[src/rtl/wave_pkg.sv]
// Shared constants for the wave oscillator: waveform mode encoding and width-derived
// reset defaults.
package wave_pkg;

  typedef enum logic [1:0] {
    MODE_SAW = 2'b00,
    MODE_TRI = 2'b01,
    MODE_SQR = 2'b10,
    MODE_OFF = 2'b11
  } wave_mode_e;

  // 2^(w-1) in a wide container; callers cast down to their own width.
  function automatic logic [63:0] midpoint(input int unsigned w);
    return 64'(1) << (w - 1);
  endfunction

  function automatic logic [63:0] duty_default(input int unsigned acc_w);
    return midpoint(acc_w);
  endfunction

  function automatic logic [63:0] out_midscale(input int unsigned out_w);
    return midpoint(out_w);
  endfunction

endpackage

[src/rtl/tick_div.sv]
// Enabled sample-rate divider: one-cycle tick every div+1 enabled cycles.
module tick_div #(
  parameter int unsigned DIV_W = 8
) (
  input  logic             clk,
  input  logic             rst,
  input  logic             enable,
  input  logic [DIV_W-1:0] div,
  output logic             tick
);

  logic [DIV_W-1:0] cnt_q;

  // div is sampled live; >= keeps a shrinking div from running the counter past it.
  assign tick = enable && (cnt_q >= div);

  always_ff @(posedge clk) begin
    if (rst || !enable || tick) begin
      cnt_q <= '0;
    end else begin
      cnt_q <= cnt_q + DIV_W'(1);
    end
  end

endmodule

[src/rtl/wave_osc.sv]
// Phase-accumulator oscillator (saw/triangle/square/silent) with a handshaked config
// that only takes effect at a phase wrap.
module wave_osc
  import wave_pkg::*;
#(
  parameter int unsigned OUT_W = 8,
  parameter int unsigned ACC_W = 16,
  parameter int unsigned DIV_W = 8
) (
  input  logic             clk,
  input  logic             rst,
  input  logic             enable,
  input  logic [DIV_W-1:0] div,
  input  logic             cfg_valid,
  output logic             cfg_ready,
  input  logic [ACC_W-1:0] cfg_step,
  input  logic [1:0]       cfg_mode,
  input  logic [ACC_W-1:0] cfg_duty,
  output logic [OUT_W-1:0] out,
  output logic             out_valid,
  output logic             wrap
);

  localparam logic [ACC_W-1:0] DutyRst = ACC_W'(duty_default(ACC_W));
  localparam logic [OUT_W-1:0] OutMid  = OUT_W'(out_midscale(OUT_W));

  logic tick;

  tick_div #(
    .DIV_W(DIV_W)
  ) u_tick_div (
    .clk   (clk),
    .rst   (rst),
    .enable(enable),
    .div   (div),
    .tick  (tick)
  );

  logic [ACC_W-1:0] acc_q, step_q, duty_q;
  wave_mode_e       mode_q;
  logic             pend_q;
  logic [ACC_W-1:0] pend_step_q, pend_duty_q;
  wave_mode_e       pend_mode_q;
  logic [OUT_W-1:0] out_q;
  logic             out_valid_q, wrap_q;

  logic [ACC_W:0]   sum;
  logic [ACC_W-1:0] acc_nxt;
  logic             carry;
  logic             accept;
  logic             apply;
  logic [OUT_W-1:0] tri_t;
  logic [OUT_W-1:0] wave;

  assign sum     = {1'b0, acc_q} + {1'b0, step_q};
  assign acc_nxt = sum[ACC_W-1:0];
  assign carry   = sum[ACC_W];

  assign cfg_ready = !pend_q;
  assign accept    = cfg_valid && !pend_q;
  // When no wrap can be relied on (frozen or silent), apply right away.
  assign apply     = pend_q && ((tick && carry) || !enable || (mode_q == MODE_OFF));

  assign tri_t = acc_nxt[ACC_W-2 -: OUT_W];

  always_comb begin
    wave = OutMid;
    case (mode_q)
      MODE_SAW: wave = acc_nxt[ACC_W-1 -: OUT_W];
      MODE_TRI: wave = acc_nxt[ACC_W-1] ? ~tri_t : tri_t;
      MODE_SQR: wave = (acc_nxt < duty_q) ? '1 : '0;
      default:  wave = OutMid;
    endcase
  end

  always_ff @(posedge clk) begin
    if (rst) begin
      acc_q       <= '0;
      step_q      <= '0;
      mode_q      <= MODE_OFF;
      duty_q      <= DutyRst;
      pend_q      <= 1'b0;
      pend_step_q <= '0;
      pend_mode_q <= MODE_OFF;
      pend_duty_q <= DutyRst;
      out_q       <= OutMid;
      out_valid_q <= 1'b0;
      wrap_q      <= 1'b0;
    end else begin
      out_valid_q <= tick;
      wrap_q      <= tick && carry;
      if (tick) begin
        acc_q <= acc_nxt;
        out_q <= wave;
      end
      if (accept) begin
        pend_q      <= 1'b1;
        pend_step_q <= cfg_step;
        pend_mode_q <= wave_mode_e'(cfg_mode);
        pend_duty_q <= cfg_duty;
      end else if (apply) begin
        pend_q <= 1'b0;
        step_q <= pend_step_q;
        mode_q <= pend_mode_q;
        duty_q <= pend_duty_q;
      end
    end
  end

  assign out       = out_q;
  assign out_valid = out_valid_q;
  assign wrap      = wrap_q;

endmodule

[config.mk]
export PLATFORM = sky130hd
export DESIGN_NAME = wave_osc
export DESIGN_NICKNAME = d
export VERILOG_FILES = /design/src/rtl/wave_pkg.sv /design/src/rtl/tick_div.sv /design/src/rtl/wave_osc.sv
export SDC_FILE = /design/constraint.sdc
export NUM_CORES = 1
export LEC_CHECK = 0
export ABC_AREA = 1
export CELL_PAD_IN_SITES_DETAIL_PLACEMENT = 1
export CELL_PAD_IN_SITES_GLOBAL_PLACEMENT = 1
export CORE_MARGIN = 2
export CORE_UTILIZATION = 37
export CTS_CLUSTER_SIZE = 16
export DETAILED_ROUTE_END_ITERATION = 6
export PLACE_DENSITY = 0.75
export SKIP_CTS_REPAIR_TIMING = 1
export SYNTH_ARGS = -nofsm -noshare
export SYNTH_HDL_FRONTEND = slang
export SYNTH_SLANG_ARGS = --single-unit
[constraint.sdc]
create_clock -name clk -period 3 [get_ports clk]
set_input_delay 0.3 -clock clk [delete_from_list [all_inputs] [get_ports clk]]
set_output_delay 0.3 -clock clk [all_outputs]
set_load 0.02 [all_outputs]
# ---- Word level (Yosys, flattened, before mapping)
# Index checks and enable logic that the tools add are counted.
dict set report op_classes {
  n_eq_ne 3
  muxes 5
  bitwise 2
  n_addsub 2
  n_reduce_logical 13
  order_cmp 2
}
# operator count
set op_table {}
lappend op_table {{$pmux 8 s3} 1}
lappend op_table {{$add 16x16->17} 1}
lappend op_table {{$lt 16x16->1} 1}
lappend op_table {{$mux 8} 2}
lappend op_table {{$add 8x1->8 const B} 1}
lappend op_table {{$ge 8x8->1} 1}
lappend op_table {{$not 8->8} 1}
lappend op_table {{$eq 2x2->1 const B} 2}
lappend op_table {{$logic_and 1x1->1} 4}
lappend op_table {{$logic_or 1x1->1} 4}
lappend op_table {{$eq 2x1->1 const B} 1}
lappend op_table {{$logic_not 1->1} 2}
lappend op_table {{$logic_not 2->1} 1}
lappend op_table {{$mux 1} 2}
lappend op_table {{$reduce_and 2->1} 1}
lappend op_table {{$reduce_bool 2->1} 1}
lappend op_table {{$not 1->1} 1}
dict set report totals {
  register_bits 103
  out_inout_bits 11
  word_cells 39
  inputBits 46
}

# ---- Depth between registers and ports, before layout
dict set report logic_depth {
  word_depth 8
  depth_mapped 23
  depth_no_buf 23
}

# ---- Cells and area by module
# A second synthesis with hierarchy kept.
dict set report hier_totals {
  hier_cells 872
  hier_area_um2 5819.3
}
# module area_each_um2 instances cells_each seq_area_each_um2
set modules_own_cells {}
lappend modules_own_cells {wave_osc 5252.5 1 796 1901.8}
lappend modules_own_cells {tick_div 566.8 1 76 160.2}

# ---- Worst setup path after synthesis
# No wires, ideal clock.
dict set report synth_path {
  path_type {register to register}
  start {register acc_q[0]}
  end {register out_q[7] (netlist: out[7])}
  path_buffers 0
  synth_period_minus_slack_ns 2.812
  arrival_time_ns 2.697
  setup_time_ns 0.115
  setup_slack_ns 0.188
  stages_incl_launch_ff 22
  required_time_ns 2.885
  cell_sequence {dfxtp_1 ha_1 fa_1 nand3_1 nand3_1 nand2_1 nand2_1 nand2_1 nand3_1 nand2_1 inv_1 ha_1 nand2_1 inv_1 nand3_1 nor3_1 nand2_1 nand3_1 o21ai_0 nand3b_1 nand2_1 nand2_1}
}
dict set report synth_via {
  elab_chain_len 4
  elab_cells_between_ends 6
  cone_classes {add/sub (1); order compare (1); mux (3); bitwise (1)}
}
# element line_no
set synth_rtl {}
lappend synth_rtl {{start, declared} wave_osc.sv:39} ;# logic [ACC_W-1:0] acc_q, step_q, duty_q;
lappend synth_rtl {{start signal, assigned} wave_osc.sv:93} ;# acc_q <= acc_nxt;
lappend synth_rtl {{$add 16x16->17 (*)} wave_osc.sv:55} ;# assign sum = {1'b0, acc_q} + {1'b0, step_q};
lappend synth_rtl {{named net sum[14]} wave_osc.sv:47} ;# logic [ACC_W:0] sum;
lappend synth_rtl {{$lt 16x16->1 or $not 8->8 (tied branches)} {wave_osc.sv:71, wave_osc.sv:70}}
lappend synth_rtl {{$mux 8 (on tied branches)} {wave_osc.sv:71, wave_osc.sv:70}}
lappend synth_rtl {{$pmux 8 s3 (*)} wave_osc.sv:68} ;# case (mode_q)
lappend synth_rtl {{end signal, assigned} wave_osc.sv:86} ;# out_q <= OutMid;
lappend synth_rtl {{end signal, assigned} wave_osc.sv:94} ;# out_q <= wave;
lappend synth_rtl {{end, declared} wave_osc.sv:44} ;# logic [OUT_W-1:0] out_q;
# The timed path passes the listed nets; every way through them passes the cells marked *.
# A chain may end at the register's enable or synchronous reset.

# ---- Worst setup path in the final report
dict set report layout_path {
  start {register step_q[0]}
  end {register out_q[7] (netlist: out[7])}
}
dict set report layout_via {
  elab_chain_len 4
  elab_cells_between_ends 6
  cone_classes {add/sub (1); order compare (1); mux (3); bitwise (1)}
}
# element line_no
set layout_rtl {}
lappend layout_rtl {{start, declared} wave_osc.sv:39}
lappend layout_rtl {{start signal, assigned} wave_osc.sv:103} ;# step_q <= pend_step_q;
lappend layout_rtl {{$add 16x16->17 (*)} wave_osc.sv:55}
lappend layout_rtl {{named net sum[14]} wave_osc.sv:47}
lappend layout_rtl {{$lt 16x16->1 or $not 8->8 (tied branches)} {wave_osc.sv:71, wave_osc.sv:70}}
lappend layout_rtl {{$mux 8 (on tied branches)} {wave_osc.sv:71, wave_osc.sv:70}}
lappend layout_rtl {{$pmux 8 s3 (*)} wave_osc.sv:68}
# Marked as above.

==> summary.md <==
| Metric | Value |
|---|---|
| Outcome | `completed` |
| Vias in the first global route | `5301` |
| Yosys cell types | `31` |
| Slowest stage cell on the critical path | `sky130_fd_sc_hd__fa_2` |
| Cell-by-cell listing of the critical path | `ha_2, fa_2, nand3_1, nand3_2, nand2_1, nand2_2, nand2_2, nand3_2, nand2_2, inv_2, ha_1, nand2_1, inv_1, nand3_2, nor3_2, nand2_1, nand3_4, o21ai_0, nand3b_1, nand2_1, nand2_1` |
| Clock net sink count | `103` |
| Root Buffer | `sky130_fd_sc_hd__clkbuf_16` |
| Total track usage | `0.198` |
| Number of search-and-repair iterations in the first detailed-routing pass | `5` |
| Data arrival time at the worst-slack endpoint | `3110 ps` |
| CTS tree | `built` |
| Per-cell via count in the routed design | `4.82` |
| Highest ir drop seen on vdd | `0.269 mV` |
| Netlist Area Pre-Place | `5640 sq um` |
| Hold violation total from the final report | `0` |
| Full die area | `16300 sq um` |
| CP Max Fanout | `8` |
| Tightest Pin Transition | `629 ps` |
| Share of power burned in registers | `0.448` |
| Power per Cell Area | `481 nW/um^2` |
| Floorplan die height | `128 um` |
| Largest stage delay on the critical path | `340 ps` |
| Weighted congestion at the end of routability-driven global placement | `0.858` |
| Fin. max-slew vios | `0` |
| Post-route ant nets | `0` |
| Area of the core | `15000 sq um` |
| Wire length per cell | `14.0 um` |
| Proportion of total power due to net switching | `0.292` |
| Post-Synthesis Cells | `848` |
| Fmax achieved | `0.350 GHz` |
| Int Pwr | `2.38 mW` |
| TritonCTS buffer count | `9` |
| Antenna violations before repair | `0` |
| Maximum count of clock buffers along a single path | `2` |
| Total of endpoints with negative setup slack in the final report | `0` |
| Residual overflow from global routing | `0` |
| Top-level I/O count | `57` |
| Buffering stage count on the worst path with inverters included | `2` |
| Most frequent cell on the critical path | `sky130_fd_sc_hd__nand2_1` |
| Leakage power of the design | `3.29 nW` |
| Number of vias after detailed routing | `5289` |
| Post-Place Cells | `1082` |
| Min Hold Slack | `457 ps` |
| Required time at the endpoint of the critical path | `3250 ps` |
| Total Nets Final | `993` |
| Violation count after the first detailed-route iteration | `194` |
| H-tree depth reported by CTS | `3` |
| Design Area, Final | `7010 sq um` |
| Clock-pin transition on the worst setup and hold timing paths | `70 ps` |
| Maximum number of pins on one net before global-route repair | `53` |
| Family of cells with the greatest summed delay on the critical path | `simple AND/OR/NAND/NOR gates` |
| Gate power share | `0.199` |
| Crit start category | `register` |
| Row count | `45` |
| Reported net switching power | `0.984 mW` |
| Residual DRC count | `0` |
| Initial core utilization | `0.375` |
| Register bit count reported by yosys | `103` |
| Post-synthesis net count | `935` |
| Sequential area share after synthesis | `0.365` |
| Area grow syn2layout | `24.2%` |
| Clock Latency Late Sink | `360 ps` |
| Clock period minus worst slack | `2860 ps` |
| # port buffers | `56` |
| First-pass GRT wire length | `25.8 mm` |
| Count of inserted antenna diode cells | `0` |
| Mean Syn Cell Area | `6.66 sq um` |
| Maximum capacitance violations | `0` |
| Number of standard cells in the layout, taps in and fillers out | `1098` |
| Placed cell area | `6470 sq um` |
| Yosys warning count | `0` |
| Share of total power in the clock network | `0.353` |
| Detailed Place HPWL | `11.7 mm` |
| Overall die width | `128 um` |
| Worst Setup Path Type | `reg -> reg` |
| Worst min-delay path class | `reg -> reg` |
| Endpoint class of the critical path | `register` |
| Share of final-layout standard cells stronger than drive strength 1 | `0.109` |
| Routed wire length | `15.4 mm` |
| Period Utilization, post-route | `0.953` |
| Relative slew margins | `0.577` |
| Post-route clock skew | `4.16 ps` |
| Number of fillers in the final layout | `1966` |
==> Yosys cell counts <==
master / instances / area share
sky130_fd_sc_hd__xor2_1: 8 / 0.012
sky130_fd_sc_hd__and2_1: 3 / 0.0033
sky130_fd_sc_hd__dfxtp_1: 103 / 0.37
sky130_fd_sc_hd__nand2_1: 224 / 0.15
sky130_fd_sc_hd__inv_1: 107 / 0.071
sky130_fd_sc_hd__clkinv_1: 1 / 0.00066
sky130_fd_sc_hd__clkbuf_1: 16 / 0.011
sky130_fd_sc_hd__o21bai_1: 1 / 0.0013
sky130_fd_sc_hd__o2111ai_1: 1 / 0.0016
sky130_fd_sc_hd__nand4_1: 3 / 0.0033
sky130_fd_sc_hd__nor3_1: 1 / 0.00089
sky130_fd_sc_hd__nand3b_1: 16 / 0.021
sky130_fd_sc_hd__xnor2_1: 1 / 0.0016
sky130_fd_sc_hd__nor2_1: 131 / 0.087
sky130_fd_sc_hd__o21a_1: 1 / 0.0013
sky130_fd_sc_hd__buf_6: 3 / 0.0060
sky130_fd_sc_hd__buf_1: 6 / 0.0040
sky130_fd_sc_hd__a21boi_0: 1 / 0.0013
sky130_fd_sc_hd__buf_2: 5 / 0.0044
sky130_fd_sc_hd__o21ai_0: 52 / 0.046
sky130_fd_sc_hd__nand3_2: 1 / 0.0018
sky130_fd_sc_hd__a21oi_1: 53 / 0.047
sky130_fd_sc_hd__nand2_2: 4 / 0.0044
sky130_fd_sc_hd__nor3b_1: 2 / 0.0027
sky130_fd_sc_hd__inv_2: 1 / 0.00066
sky130_fd_sc_hd__ha_1: 40 / 0.089
sky130_fd_sc_hd__nor2_2: 1 / 0.0011
sky130_fd_sc_hd__a21oi_4: 1 / 0.0029
sky130_fd_sc_hd__nand4_2: 1 / 0.0022
sky130_fd_sc_hd__fa_1: 1 / 0.0035
sky130_fd_sc_hd__nand3_1: 59 / 0.052
==> state kept, by name, indices dropped and copies added (netlist names) <==
signal            count
duty_q               16
step_q               16
u_tick_div.cnt_q      8
wrap                  1
mode_q                2
out_valid             1
pend_duty_q          16
pend_q                1
acc_q                16
pend_step_q          16
out                   8
pend_mode_q           2
==> power by group through the flow <==
stage | Clock [mW] | Sequential, mW | Combinational [mW]
detailed placement | 0 | 1.54 | 0.637
finish | 1.19 | 1.51 | 0.669
global placement | 0 | 1.53 | 0.622
floorplan | 0 | 1.52 | 0.429
CTS | 1.22 | 1.51 | 0.643
global route | 1.27 | 1.52 | 0.771
==> logic make-up after synthesis <==
logic type | count (synthesis) | share of synthesized area
simple gates | 446 | 0.329
flops | 103 | 0.365
fa+ha+maj | 41 | 0.0922
xor+xnor | 9 | 0.0140
buf+inv | 139 | 0.0975
compound gates | 110 | 0.102
==> final timing paths <==
path | slack, ps | end | from | cells after the start
worst max-delay path | 140 | out[7] | step_q[0] | 21
worst min-delay path | 460 | pend_duty_q[6] | pend_duty_q[6] | 2
worst max register to register | 140 | out[7] | step_q[0] | 21
worst min register to register | 460 | pend_duty_q[6] | pend_duty_q[6] | 2
==> area by class of cell <==
type	instances	area [sq um]	area share
multi-input combinational	606	3270	0.466
sequential	103	2060	0.295
timing repair buffer	77	743	0.106
inverter	109	409	0.0584
tap	188	235	0.0336
clock buffer	11	233	0.0332
clock inverter	4	55.1	0.00785
==> per-stage QoR <==
step | util | worst slack [ps] | power, mW | TNS [ps]
2_1_floorplan | - | 188 | 1.95 | 0
5_1_grt | 0.466 | -55.2 | 3.56 | -330
3_3_place_gp | 0.431 | 32.0 | 2.15 | 0
3_5_place_dp | 0.431 | -111 | 2.17 | -681
6_report | 0.466 | 140 | 3.37 | 0
4_1_cts | 0.450 | -144 | 3.36 | -957
==> routing by layer <==
metal | up-vias | track usage | share of wire
met5 | - | 0 | 0
met4 | 0 | 0.0659 | 0.014
met3 | 12 | 0.0239 | 0.025
met2 | 67 | 0.330 | 0.47
met1 | 2429 | 0.265 | 0.49
li1 | 2781 | - | -
==> cells in the final DEF (no fill, tap or decap), drive strengths merged, types with 2 or more instances in the layout <==
master,count
dfxtp,103
a21oi,54
nand2,228
ha,40
nand3b,16
nor3b,2
o21ai,52
xor2,8
clkdlybuf4s50,56
nand3,60
buf,21
and2,3
nand4,4
inv,110
nor2,132
clkbuf,11
==> tightest hold or removal path, stage by stage (launching register included) <==
cell and delay, ps:
sky130_fd_sc_hd__dfxtp_1 300, sky130_fd_sc_hd__inv_1 60, sky130_fd_sc_hd__a21oi_1 50
No activity file was read; power rests on OpenSTA's default activity.
